File: config.mk
export PLATFORM = sky130hd
export DESIGN_NAME = multicycle_control_fsm
export DESIGN_NICKNAME = d
export VERILOG_FILES = /design/src/rtl/multicycle_control_fsm.sv
export SDC_FILE = /design/constraint.sdc
export NUM_CORES = 1
export LEC_CHECK = 0
export CAP_MARGIN = 20
export CORE_ASPECT_RATIO = 0.8
export CORE_UTILIZATION = 35
export DETAILED_ROUTE_END_ITERATION = 6
export DONT_BUFFER_PORTS = 1
export PLACE_DENSITY = 0.51
export SLEW_MARGIN = 25
export SYNTH_ARGS = -nofsm -noshare
export SYNTH_HDL_FRONTEND = slang
export SYNTH_SLANG_ARGS = --single-unit
File: constraint.sdc
create_clock -name clk -period 3.1 [get_ports clk]
set_input_delay 0.465 -clock clk [delete_from_list [all_inputs] [get_ports clk]]
set_output_delay 0.465 -clock clk [all_outputs]
set_load 0.02 [all_outputs]
File: src/rtl/multicycle_control_fsm.sv
// Multi-cycle control sequencer for the MIPS datapath. One decoded instruction is in flight at a time.
// The FSM steps through IDLE, DECODE, EXEC, MEM, FP and WB and drives the datapath strobes for each state.
module multicycle_control_fsm #(
  parameter int FP_LATENCY  = 4,
  parameter int MEM_TIMEOUT = 16
) (
  input  logic        clk,
  input  logic        rst,
  input  logic        instr_valid,
  output logic        instr_ready,
  input  logic [5:0]  opcode,
  input  logic [4:0]  fmt,
  input  logic [5:0]  funct,
  input  logic        mem_ready,
  output logic        ir_write,
  output logic        pc_write,
  output logic        reg_dst,
  output logic        alu_src,
  output logic        mem_to_reg,
  output logic        reg_write,
  output logic        mem_read,
  output logic        mem_write,
  output logic        branch,
  output logic        branch_ne,
  output logic        jump,
  output logic [1:0]  alu_op,
  output logic [1:0]  imm_op,
  output logic        fp_reg_write,
  output logic        fp_reg_read,
  output logic        fp_operation,
  output logic        move_fp_to_cpu,
  output logic        move_cpu_to_fp,
  output logic        illegal_op,
  output logic        mem_error,
  output logic [19:0] dbg_o
);

  // Handshake: an instruction is accepted on a rising edge when instr_valid and instr_ready are both 1.
  // instr_ready is 1 only in S_IDLE outside reset. Instruction fields are sampled only on that edge.
  typedef enum logic [2:0] {
    S_IDLE   = 3'd0,
    S_DECODE = 3'd1,
    S_EXEC   = 3'd2,
    S_MEM    = 3'd3,
    S_FP     = 3'd4,
    S_WB     = 3'd5
  } state_e;

  localparam int CNT_MAX = (MEM_TIMEOUT > FP_LATENCY) ? MEM_TIMEOUT : FP_LATENCY;
  localparam int CW      = $clog2(CNT_MAX + 1);
  localparam logic [CW-1:0] MEM_LAST = CW'(MEM_TIMEOUT - 1);
  localparam logic [CW-1:0] FP_LAST  = CW'(FP_LATENCY - 1);

  localparam logic [5:0] OP_R    = 6'b000000;
  localparam logic [5:0] OP_J    = 6'b000010;
  localparam logic [5:0] OP_BEQ  = 6'b000100;
  localparam logic [5:0] OP_BNE  = 6'b000101;
  localparam logic [5:0] OP_ADDI = 6'b001000;
  localparam logic [5:0] OP_ANDI = 6'b001100;
  localparam logic [5:0] OP_ORI  = 6'b001101;
  localparam logic [5:0] OP_XORI = 6'b001110;
  localparam logic [5:0] OP_LUI  = 6'b001111;
  localparam logic [5:0] OP_CP1  = 6'b010001;
  localparam logic [5:0] OP_LW   = 6'b100011;
  localparam logic [5:0] OP_SW   = 6'b101011;
  localparam logic [5:0] OP_LWC1 = 6'b110001;
  localparam logic [5:0] OP_SWC1 = 6'b111001;

  state_e        state_q, state_d;
  logic [CW-1:0] cnt_q, cnt_d;
  logic [5:0]    op_q;
  logic [4:0]    fmt_q;
  logic [5:0]    funct_q;
  logic          accept;

  logic is_r, is_lw, is_sw, is_lwc1, is_swc1, is_beq, is_bne, is_j;
  logic is_addi, is_andi, is_ori, is_xori, is_lui, is_cp1;
  logic is_mfc1, is_mtc1, is_fpop, is_load, is_store, is_mem, is_imm, is_logic, is_branch;
  logic supported;
  logic [1:0] imm_sel;

  assign is_r      = (op_q == OP_R);
  assign is_lw     = (op_q == OP_LW);
  assign is_sw     = (op_q == OP_SW);
  assign is_lwc1   = (op_q == OP_LWC1);
  assign is_swc1   = (op_q == OP_SWC1);
  assign is_beq    = (op_q == OP_BEQ);
  assign is_bne    = (op_q == OP_BNE);
  assign is_j      = (op_q == OP_J);
  assign is_addi   = (op_q == OP_ADDI);
  assign is_andi   = (op_q == OP_ANDI);
  assign is_ori    = (op_q == OP_ORI);
  assign is_xori   = (op_q == OP_XORI);
  assign is_lui    = (op_q == OP_LUI);
  assign is_cp1    = (op_q == OP_CP1);
  assign is_mfc1   = is_cp1 && (fmt_q == 5'b00000);
  assign is_mtc1   = is_cp1 && (fmt_q == 5'b00100);
  assign is_fpop   = is_cp1 && !is_mfc1 && !is_mtc1;
  assign is_load   = is_lw || is_lwc1;
  assign is_store  = is_sw || is_swc1;
  assign is_mem    = is_load || is_store;
  assign is_logic  = is_andi || is_ori || is_xori || is_lui;
  assign is_imm    = is_addi || is_logic;
  assign is_branch = is_beq || is_bne;
  assign supported = is_r || is_mem || is_branch || is_j || is_imm;

  always_comb begin
    imm_sel = 2'b00;
    if (is_ori)  imm_sel = 2'b01;
    if (is_xori) imm_sel = 2'b10;
    if (is_lui)  imm_sel = 2'b11;
  end

  always_ff @(posedge clk) begin
    if (rst) begin
      state_q <= S_IDLE;
      cnt_q   <= '0;
      op_q    <= '0;
      fmt_q   <= '0;
      funct_q <= '0;
    end else begin
      state_q <= state_d;
      cnt_q   <= cnt_d;
      if (accept) begin
        op_q    <= opcode;
        fmt_q   <= fmt;
        funct_q <= funct;
      end
    end
  end

  // The counter restarts on every state change, so it only ever counts dwell time in S_MEM or S_FP.
  always_comb begin
    cnt_d = '0;
    if (!rst && (state_d == state_q) && (state_q == S_MEM || state_q == S_FP))
      cnt_d = cnt_q + CW'(1);
  end

  always_comb begin
    state_d        = state_q;
    accept         = 1'b0;
    instr_ready    = 1'b0;
    ir_write       = 1'b0;
    pc_write       = 1'b0;
    reg_dst        = 1'b0;
    alu_src        = 1'b0;
    mem_to_reg     = 1'b0;
    reg_write      = 1'b0;
    mem_read       = 1'b0;
    mem_write      = 1'b0;
    branch         = 1'b0;
    branch_ne      = 1'b0;
    jump           = 1'b0;
    alu_op         = 2'b00;
    imm_op         = 2'b00;
    fp_reg_write   = 1'b0;
    fp_reg_read    = 1'b0;
    fp_operation   = 1'b0;
    move_fp_to_cpu = 1'b0;
    move_cpu_to_fp = 1'b0;
    illegal_op     = 1'b0;
    mem_error      = 1'b0;
    if (!rst) begin
      case (state_q)
        S_IDLE: begin
          instr_ready = 1'b1;
          if (instr_valid) begin
            accept   = 1'b1;
            ir_write = 1'b1;
            state_d  = S_DECODE;
          end
        end
        S_DECODE: begin
          if (supported)                state_d = S_EXEC;
          else if (is_mfc1 || is_mtc1)  state_d = S_WB;
          else if (is_fpop)             state_d = S_FP;
          else begin
            illegal_op = 1'b1;
            pc_write   = 1'b1;
            state_d    = S_IDLE;
          end
        end
        S_EXEC: begin
          alu_src = is_imm || is_mem;
          if (is_r)          alu_op = 2'b10;
          else if (is_branch) alu_op = 2'b01;
          else if (is_logic)  alu_op = 2'b11;
          if (is_logic) imm_op = imm_sel;
          branch    = is_branch;
          branch_ne = is_bne;
          jump      = is_j;
          if (is_j || is_branch) begin
            pc_write = 1'b1;
            state_d  = S_IDLE;
          end else if (is_mem) state_d = S_MEM;
          else                 state_d = S_WB;
        end
        S_MEM: begin
          mem_read    = is_load;
          mem_write   = is_store;
          fp_reg_read = is_swc1;
          // A completion on the final allowed cycle still counts as success.
          if (mem_ready) begin
            if (is_load) state_d = S_WB;
            else begin
              pc_write = 1'b1;
              state_d  = S_IDLE;
            end
          end else if (cnt_q == MEM_LAST) begin
            mem_error = 1'b1;
            state_d   = S_IDLE;
          end
        end
        S_FP: begin
          fp_operation = 1'b1;
          fp_reg_read  = 1'b1;
          if (cnt_q == FP_LAST) state_d = S_WB;
        end
        S_WB: begin
          pc_write = 1'b1;
          state_d  = S_IDLE;
          if (is_r) begin
            reg_dst   = 1'b1;
            reg_write = 1'b1;
          end else if (is_imm) begin
            reg_write = 1'b1;
          end else if (is_lw) begin
            mem_to_reg = 1'b1;
            reg_write  = 1'b1;
          end else if (is_lwc1 || is_fpop) begin
            fp_reg_write = 1'b1;
          end else if (is_mfc1) begin
            reg_write      = 1'b1;
            move_fp_to_cpu = 1'b1;
          end else if (is_mtc1) begin
            fp_reg_write   = 1'b1;
            move_cpu_to_fp = 1'b1;
          end
        end
        default: state_d = S_IDLE;
      endcase
    end
  end

  assign dbg_o = rst ? 20'd0 : {state_q, op_q, fmt_q, funct_q};

endmodule

== Word level (Yosys, flattened, before mapping) ==
Cells that the tools add are included.

* Flip-flop bits (word level): 25
* Bits in latches: 0
* Bits in writable memories: 0
* Bits in read-only memories: 0
* Input port bits: 21
* Output and inout port bits: 43
* Word-level logic and storage cells: 152
* Memories: 0

* $add $sub $neg: 1
* $mul: 0
* Div/mod/pow operators: 0
* Magnitude comparators: 0
* Equality and inequality tests: 22
* Shift operators: 0
* Multiplexer cells: 93
* Bitwise logic cells: 1
* Reduce and logical (&&, ||, !) cells: 30

{| class="wikitable"
|+ Operators with widths
! operator !! count
|-
| 2-to-1 mux 1 bit || 68
|-
| 2-to-1 mux 3 bit || 11
|-
| equality test 6 x 4 -> 1 bit (second input constant) || 5
|-
| equality test 6 bit (second input constant) || 4
|-
| 2-to-1 mux 2 bit || 10
|-
| 2-to-1 mux 20 bit || 1
|-
| logical OR 1 bit || 17
|-
| case mux 3 bit (5 select lines) || 1
|-
| equality test 6 x 3 -> 1 bit (second input constant) || 2
|-
| equality test 3 x 2 -> 1 bit (second input constant) || 2
|-
| equality test 3 bit (second input constant) || 2
|-
| equality test 6 x 2 -> 1 bit (second input constant) || 1
|-
| equality test 6 x 5 -> 1 bit (second input constant) || 1
|-
| logical AND 1 bit || 6
|-
| zero test 6 bit || 1
|-
| adder 5 x 1 -> 5 bit (second input constant) || 1
|-
| equality test 5 x 2 -> 1 bit (second input constant) || 1
|-
| equality test 5 x 3 -> 1 bit (second input constant) || 1
|-
| equality test 5 x 4 -> 1 bit (second input constant) || 1
|-
| zero test 5 bit || 1
|-
| case mux 1 bit (4 select lines) || 1
|-
| equality test 3 x 1 -> 1 bit (second input constant) || 1
|-
| equality test 3 bit || 1
|-
| zero test 1 bit || 3
|-
| 4 further kinds || 4
|}

== Longest topological paths before layout ==
Gate-level depths: netlist of the first run.

* Word-level depth: 15
* Gate-level depth with buffers: 7
* Depth with buffers taken out: 7

== Least setup slack after synthesis of the first run ==
No wires, ideal clock.

* Path kind: input -> output
* Start: input port rst
* End: output port fp_reg_write
* Data arrival time: 1938 ps
* Data required time: 2635 ps
* Slack: 697 ps
* Cell stages on the path: 5
* Path buffers: 1
* Cells stage by stage: buf_6 nor2b_1 and3_1 o221ai_1 nor3_1

* Longest elaborated chain between the ends: 1

{| class="wikitable"
|+ RTL lines
! item !! line !! source
|-
| from (decl) || 8 || <nowiki>input logic rst,</nowiki>
|-
| 2-to-1 mux 1 bit || 163 || <nowiki>if (!rst) begin</nowiki>
|-
| to (decl) || 28 || <nowiki>output logic fp_reg_write,</nowiki>
|}

No other way between the ends.

== Worst setup path in the final report of the first run ==
* Start: register state_q[0]
* End: output port branch_ne

* Longest elaborated chain between the ends: 3

{| class="wikitable"
|+ RTL lines
! item !! line !! source
|-
| from (decl) || 69 || <nowiki>state_e state_q, state_d;</nowiki>
|-
| from (signal assigned) || 122 || <nowiki>state_q <= state_d;</nowiki>
|-
| equality test 3 x 2 -> 1 bit || 164 || <nowiki>case (state_q)</nowiki>
|-
| 2-to-1 mux 1 bit || 164 ||
|-
| 2-to-1 mux 1 bit || 163 ||
|-
| to (decl) || 24 || <nowiki>output logic branch_ne,</nowiki>
|}

No other way between the ends.

==> results of run 1 <==
registers in the layout (all words and copies together), names as in the netlist:
name and cells:
cnt_q 5, fmt_q 5, op_q 6, state_q 3, funct_q 6
power by group through the flow:
stage	logic, mW	registers (mW)	clock network [mW]
2_1_floorplan	0.215	0.371	0
5_1_grt	0.232	0.404	0.232
6_report	0.211	0.397	0.208
3_5_place_dp	0.210	0.404	0
3_3_place_gp	0.208	0.401	0
4_1_cts	0.211	0.396	0.216
kinds of logic after synthesis:
group           share of synthesized area
mux                                 0.117
xor+xnor                           0.0207
buf+inv                            0.0728
simple gates                        0.334
fa+ha+maj                          0.0153
flops                               0.307
compound gates                      0.133
cell usage in the layout, fill, tap and decap left out, types with 2 or more instances in the layout:
master / n
a21oi_1: 4
a41oi_1: 2
and2_1: 2
and3_1: 4
buf_4: 8
clkbuf_8: 3
dfxtp_1: 25
ha_1: 2
inv_1: 8
mux2_2: 17
nand2_1: 8
nand2b_1: 3
nand3_1: 6
nand4_1: 2
nor2_1: 19
nor2b_1: 22
nor3_1: 10
nor3b_1: 3
nor4_1: 2
nor4b_2: 2
o211ai_1: 2
o21a_1: 4
o21ai_0: 4
xnor2_1: 2
worst min path at each step:
stage | cells past startpoint | to | slack [ns] | startpoint
3_5_place_dp | 1 | cnt_q[0] | 0.44 | cnt_q[0]
5_1_grt | 1 | state_q[1] | 0.29 | rst
4_1_cts | 1 | state_q[1] | 0.31 | rst
3_3_place_gp | 1 | cnt_q[0] | 0.43 | cnt_q[0]
2_1_floorplan | 1 | cnt_q[0] | 0.42 | cnt_q[0]
6_report | 1 | state_q[1] | 0.31 | rst
stage by stage:
stage                     utilization  hold slack, ns  power, mW
after global placement          0.386           0.431      0.609
after global routing            0.398           0.293      0.869
after floorplan                     -           0.418      0.587
after CTS                       0.398           0.305      0.824
final                           0.398           0.313      0.816
after detailed placement        0.386           0.439      0.614
routing by layer:
metal / GRT usage / part of all wire / vias to the layer above
met5: 0 / 0 / -
met4: 0.0347 / 0.0080 / 0
met3: 0.0609 / 0.087 / 5
met2: 0.262 / 0.43 / 57
met1: 0.232 / 0.47 / 658
li1: - / - / 671
critical path, cell delays in order (launching register included):
cell and delay, ns:
dfxtp_1 0.47, or4b_4 0.63, nor3_1 0.20, nand2_1 0.10, nor3_1 0.50
area by class of cell:
class	count	area, um^2	share of cell area
multi-input cells	145	1010	0.587
flip-flops and latches	25	500	0.290
well taps	57	71.3	0.0413
repair buffers	8	60.1	0.0348
clock buffers	3	41.3	0.0239
inverters	8	30.0	0.0174
clock inverters	1	8.76	0.00508
==> metrics.csv, run 1 <==
metric,value,unit
grt_overflow_total,0,
die_area,4940,um^2
fin_setup_tns,0,ns
preCtsSetupSlack,0.772,ns
status,finished clean,
wire_per_inst,16.1,um
cts-buffers-inserted,3,
timing.rr.end,op_q[0],
cts.repair.resized,0,
maxCapViolCount,0,
drc,0,
synth_nets,215,
critPathKind,reg2out,
fin_crit_sh,0.855,
critical_path_arrival,2.19,ns
dpl.cell_count,243,
finClkSkew,0.00295,ns
synth.top_cells.by_count,"25 x dfxtp_1, 22 x nor2b_1, 19 x nor2_1",
grt_pass1_wl,6810,um
yosysUniqueCellTypes,50,
fin_ws,0.449,ns
syn-cell-area,1630,um^2
drtIter0Drc,113,
cts_sinks,25,
tightest_slew,0.946,ns
synth_top_cell_area_share,0.307,
io_pins,64,
place_area,1680,um^2
setup_viol,0,
cp-endpoint,branch_ne,
peakVddDrop,0.205,mV
rsz0062_at_grt,false,
start_util,0.377,
slew_viol_final,0,
tritoncts,done,
antenna_found_initial,0,
yosysSeqAreaShare,0.307,
postLayoutCellArea,1730,um^2
max_freq,377,MHz
fin_crit,2.65,ns
grtUsageTotal,0.172,
avgViaCountPerCell,5.63,
comb_power_share,0.258,
first_pass_iters,4,
hp-class,in2reg,
grt_pass1_vias,1345,
synthCells,192,
p_leak,0.637,nW
fp.dieH,63.1,um
crit_start,state_q[0],
p_int,534,uW
place_hpwl,3040,um
swShare,0.346,
start_kind,flop,
dieWidth,78.4,um
required,2.63,ns
num_rows,21,
yosysTopAreaCell,dfxtp_1,
coreArea,4340,um^2
critPathMaxFanout,17,
synth.avg_cell_area,8.50,um^2
drtAntennaViolNets,0,
yosys_warnings,0,
vias,1391,
power_density,473,nW/um^2
synth.most_common_cell,dfxtp_1,
yosys-top-cells-area,"dfxtp_1 31%, mux2_2 12%, nor2b_1 8.4%",
routabilityCongestion,0.816,
htreeDepth,1,
totalWireLength,3990,um
ys_ff_latch,25,
clockBufferDepth,2,
drive_above_1_share,0.195,
slew_headroom,0.369,
synth-main-ff-cell,dfxtp_1,
clk_latency,0.27,ns
r2r_slack,0.97,ns
grt_start_max_net_pins,29,
power_frac_seq,0.487,
ff2ff_path_depth,3,
synth_edf_count,0,
stdcell_count,247,
n_fill_cell,464,
port_buffers,0,
num_antenna_cells,0,
async_flop_share,0,
r2r-start,state_q[0],
syn_to_final_growth,5.67,%
pwr-share-clk,0.255,
root_buffer,clkbuf_8,
postCtsSetupRepairBufs,0,
fin_nets,214,
clkTransAtPathRegs,0.09,ns
netSwitchingPower,282,uW
finalHoldViolations,0,
endpoint_kind,output port,
hold_buffers,0,
Note: power is estimated with default switching activity, not from simulation.
==> run 2, diff against run 1 <==
--- a/config.mk
+++ b/config.mk
@@ -12,4 +12,5 @@
 export DONT_BUFFER_PORTS = 1
 export PLACE_DENSITY = 0.51
+export REMOVE_ABC_BUFFERS = 1
 export SLEW_MARGIN = 25
 export SYNTH_ARGS = -nofsm -noshare
==> constraint.sdc (replaced) <==
create_clock -name clk -period 3.1 [get_ports clk]
set_input_delay 0.465 -clock clk [delete_from_list [all_inputs] [get_ports clk]]
set_output_delay 0.465 -clock clk [all_outputs]
set_load 0.005 [all_outputs]
==> metrics.csv, run 2 (synthesis gave the netlist of run 1 again) <==
metric,value,unit
io_pins,64,
swShare,0.315,
cts.repair.resized,0,
fin_nets,206,
final_common_cell,dfxtp_1,
drtAntennaViolNets,0,
preCtsSetupSlack,0.788,ns
start_kind,flop,
root_buffer,clkbuf_8,
die_area,4940,um^2
ff2ff_path_depth,7,
rsz0062_at_grt,false,
slowest_stage,dfxtp_1,
r2r-start,cnt_q[0],
wire_per_inst,16.0,um
avgViaCountPerCell,5.63,
clockBufferDepth,2,
grt_start_max_net_pins,29,
maxCapViolCount,0,
hp-class,in2reg,
routabilityCongestion,0.813,
critical_path_arrival,2.16,ns
drc,0,
fin_setup_tns,0,ns
cts-buffers-inserted,3,
min-delay-start,rst,
vias,1345,
slowest_delay,0.64,ns
crit_start,state_q[0],
postLayoutCellArea,1660,um^2
max_freq,380,MHz
status,finished clean,
first_pass_iters,4,
fin_crit_sh,0.848,
drtIter0Drc,116,
htreeDepth,1,
setup_viol,0,
slew_viol_final,0,
critPathMaxFanout,17,
whs,0.336,ns
grt_pass1_wl,6020,um
syn_to_final_growth,1.76,%
totalWireLength,3830,um
num_rows,21,
critical_path.top_delay_family,simple AND/OR/NAND/NOR gates,
hold_end,state_q[1],
port_buffers,0,
cts_sinks,25,
coreArea,4340,um^2
path_cells,"nor2b_1, and3_1, o221ai_1, nor3_1",
dieWidth,78.4,um
fin_ws,0.471,ns
tritoncts,done,
regArea,500,um^2
tightest_slew,0.824,ns
num_antenna_cells,0,
peakVddDrop,0.237,mV
fp.dieH,63.1,um
hold_buffers,0,
required,2.63,ns
reg_top3,"funct_q: 6 flops, op_q: 6 flops",
r2r_slack,1.03,ns
holdPathStages,1,
clkTransAtPathRegs,0.09,ns
grt_overflow_total,0,
grtUsageTotal,0.155,
antenna_found_initial,0,
endpoint_kind,output port,
place_area,1620,um^2
power_frac_seq,0.519,
slew_headroom,0.451,
p_leak,0.593,nW
layout_common_cells,"25 x dfxtp_1, 22 x nor2b_1, 19 x nor2_1, 17 x mux2_2, 10 x nor3_1",
start_util,0.377,
critPathKind,reg2out,
n_fill_cell,448,
postCtsSetupRepairBufs,0,
multi_input_area,1010,um^2
place_hpwl,2920,um
netSwitchingPower,241,uW
drive_above_1_share,0.159,
comb_power_share,0.231,
clk_latency,0.27,ns
timing.rr.end,cnt_q[2],
fin_crit,2.63,ns
finalHoldViolations,0,
grt_pass1_vias,1255,
critPathBufInv,0,
pwr-share-clk,0.250,
finClkSkew,0.00207,ns
power_density,461,nW/um^2
p_int,524,uW
-- run 2: cell type report --
| cell class | count | area share |
|---|---|---|
| multi-input cells | 145 | 0.610 |
| flip-flops and latches | 25 | 0.301 |
| well taps | 57 | 0.0429 |
| clock buffers | 3 | 0.0248 |
| inverters | 8 | 0.0181 |
| clock inverters | 1 | 0.00301 |
-- run 2: stage by stage --
step | utilization | total power [mW] | std cells
floorplan | - | 0.537 | 178
global placement | 0.373 | 0.578 | 235
detailed placement | 0.373 | 0.581 | 235
CTS | 0.383 | 0.774 | 239
global route | 0.383 | 0.815 | 239
finish | 0.383 | 0.766 | 239
-- run 2: power by group through the flow --
| stage | registers (mW) | clock network (mW) | logic (mW) |
|---|---|---|---|
| 3_5_place_dp | 0.404 | 0 | 0.177 |
| 3_3_place_gp | 0.402 | 0 | 0.176 |
| 4_1_cts | 0.396 | 0.199 | 0.178 |
| 6_report | 0.397 | 0.192 | 0.177 |
| 5_1_grt | 0.405 | 0.214 | 0.196 |
| 2_1_floorplan | 0.391 | 0 | 0.147 |
-- run 2: worst register-to-register path: cells and delay by family, from the launching register on --
family | cells | cell delay [ns]
compound gates | 2 | 0.47
flops | 1 | 0.33
fa+ha+maj | 2 | 0.44
simple gates | 3 | 0.76
-- run 2: worst max path at each step --
stage	to	cells past startpoint
after detailed placement	fp_reg_write	4
after floorplan	fp_reg_write	4
after CTS	fp_reg_write	4
after global placement	fp_reg_write	4
final	fp_reg_write	4
after global routing	fp_reg_write	4
-- run 2: per-layer routing --
layer	vias to the layer above	part of all wire	GRT usage
met3	4	0.10	0.0449
met5	-	0	0
met2	62	0.43	0.229
li1	663	-	-
met4	0	0.0086	0.0463
met1	616	0.46	0.215
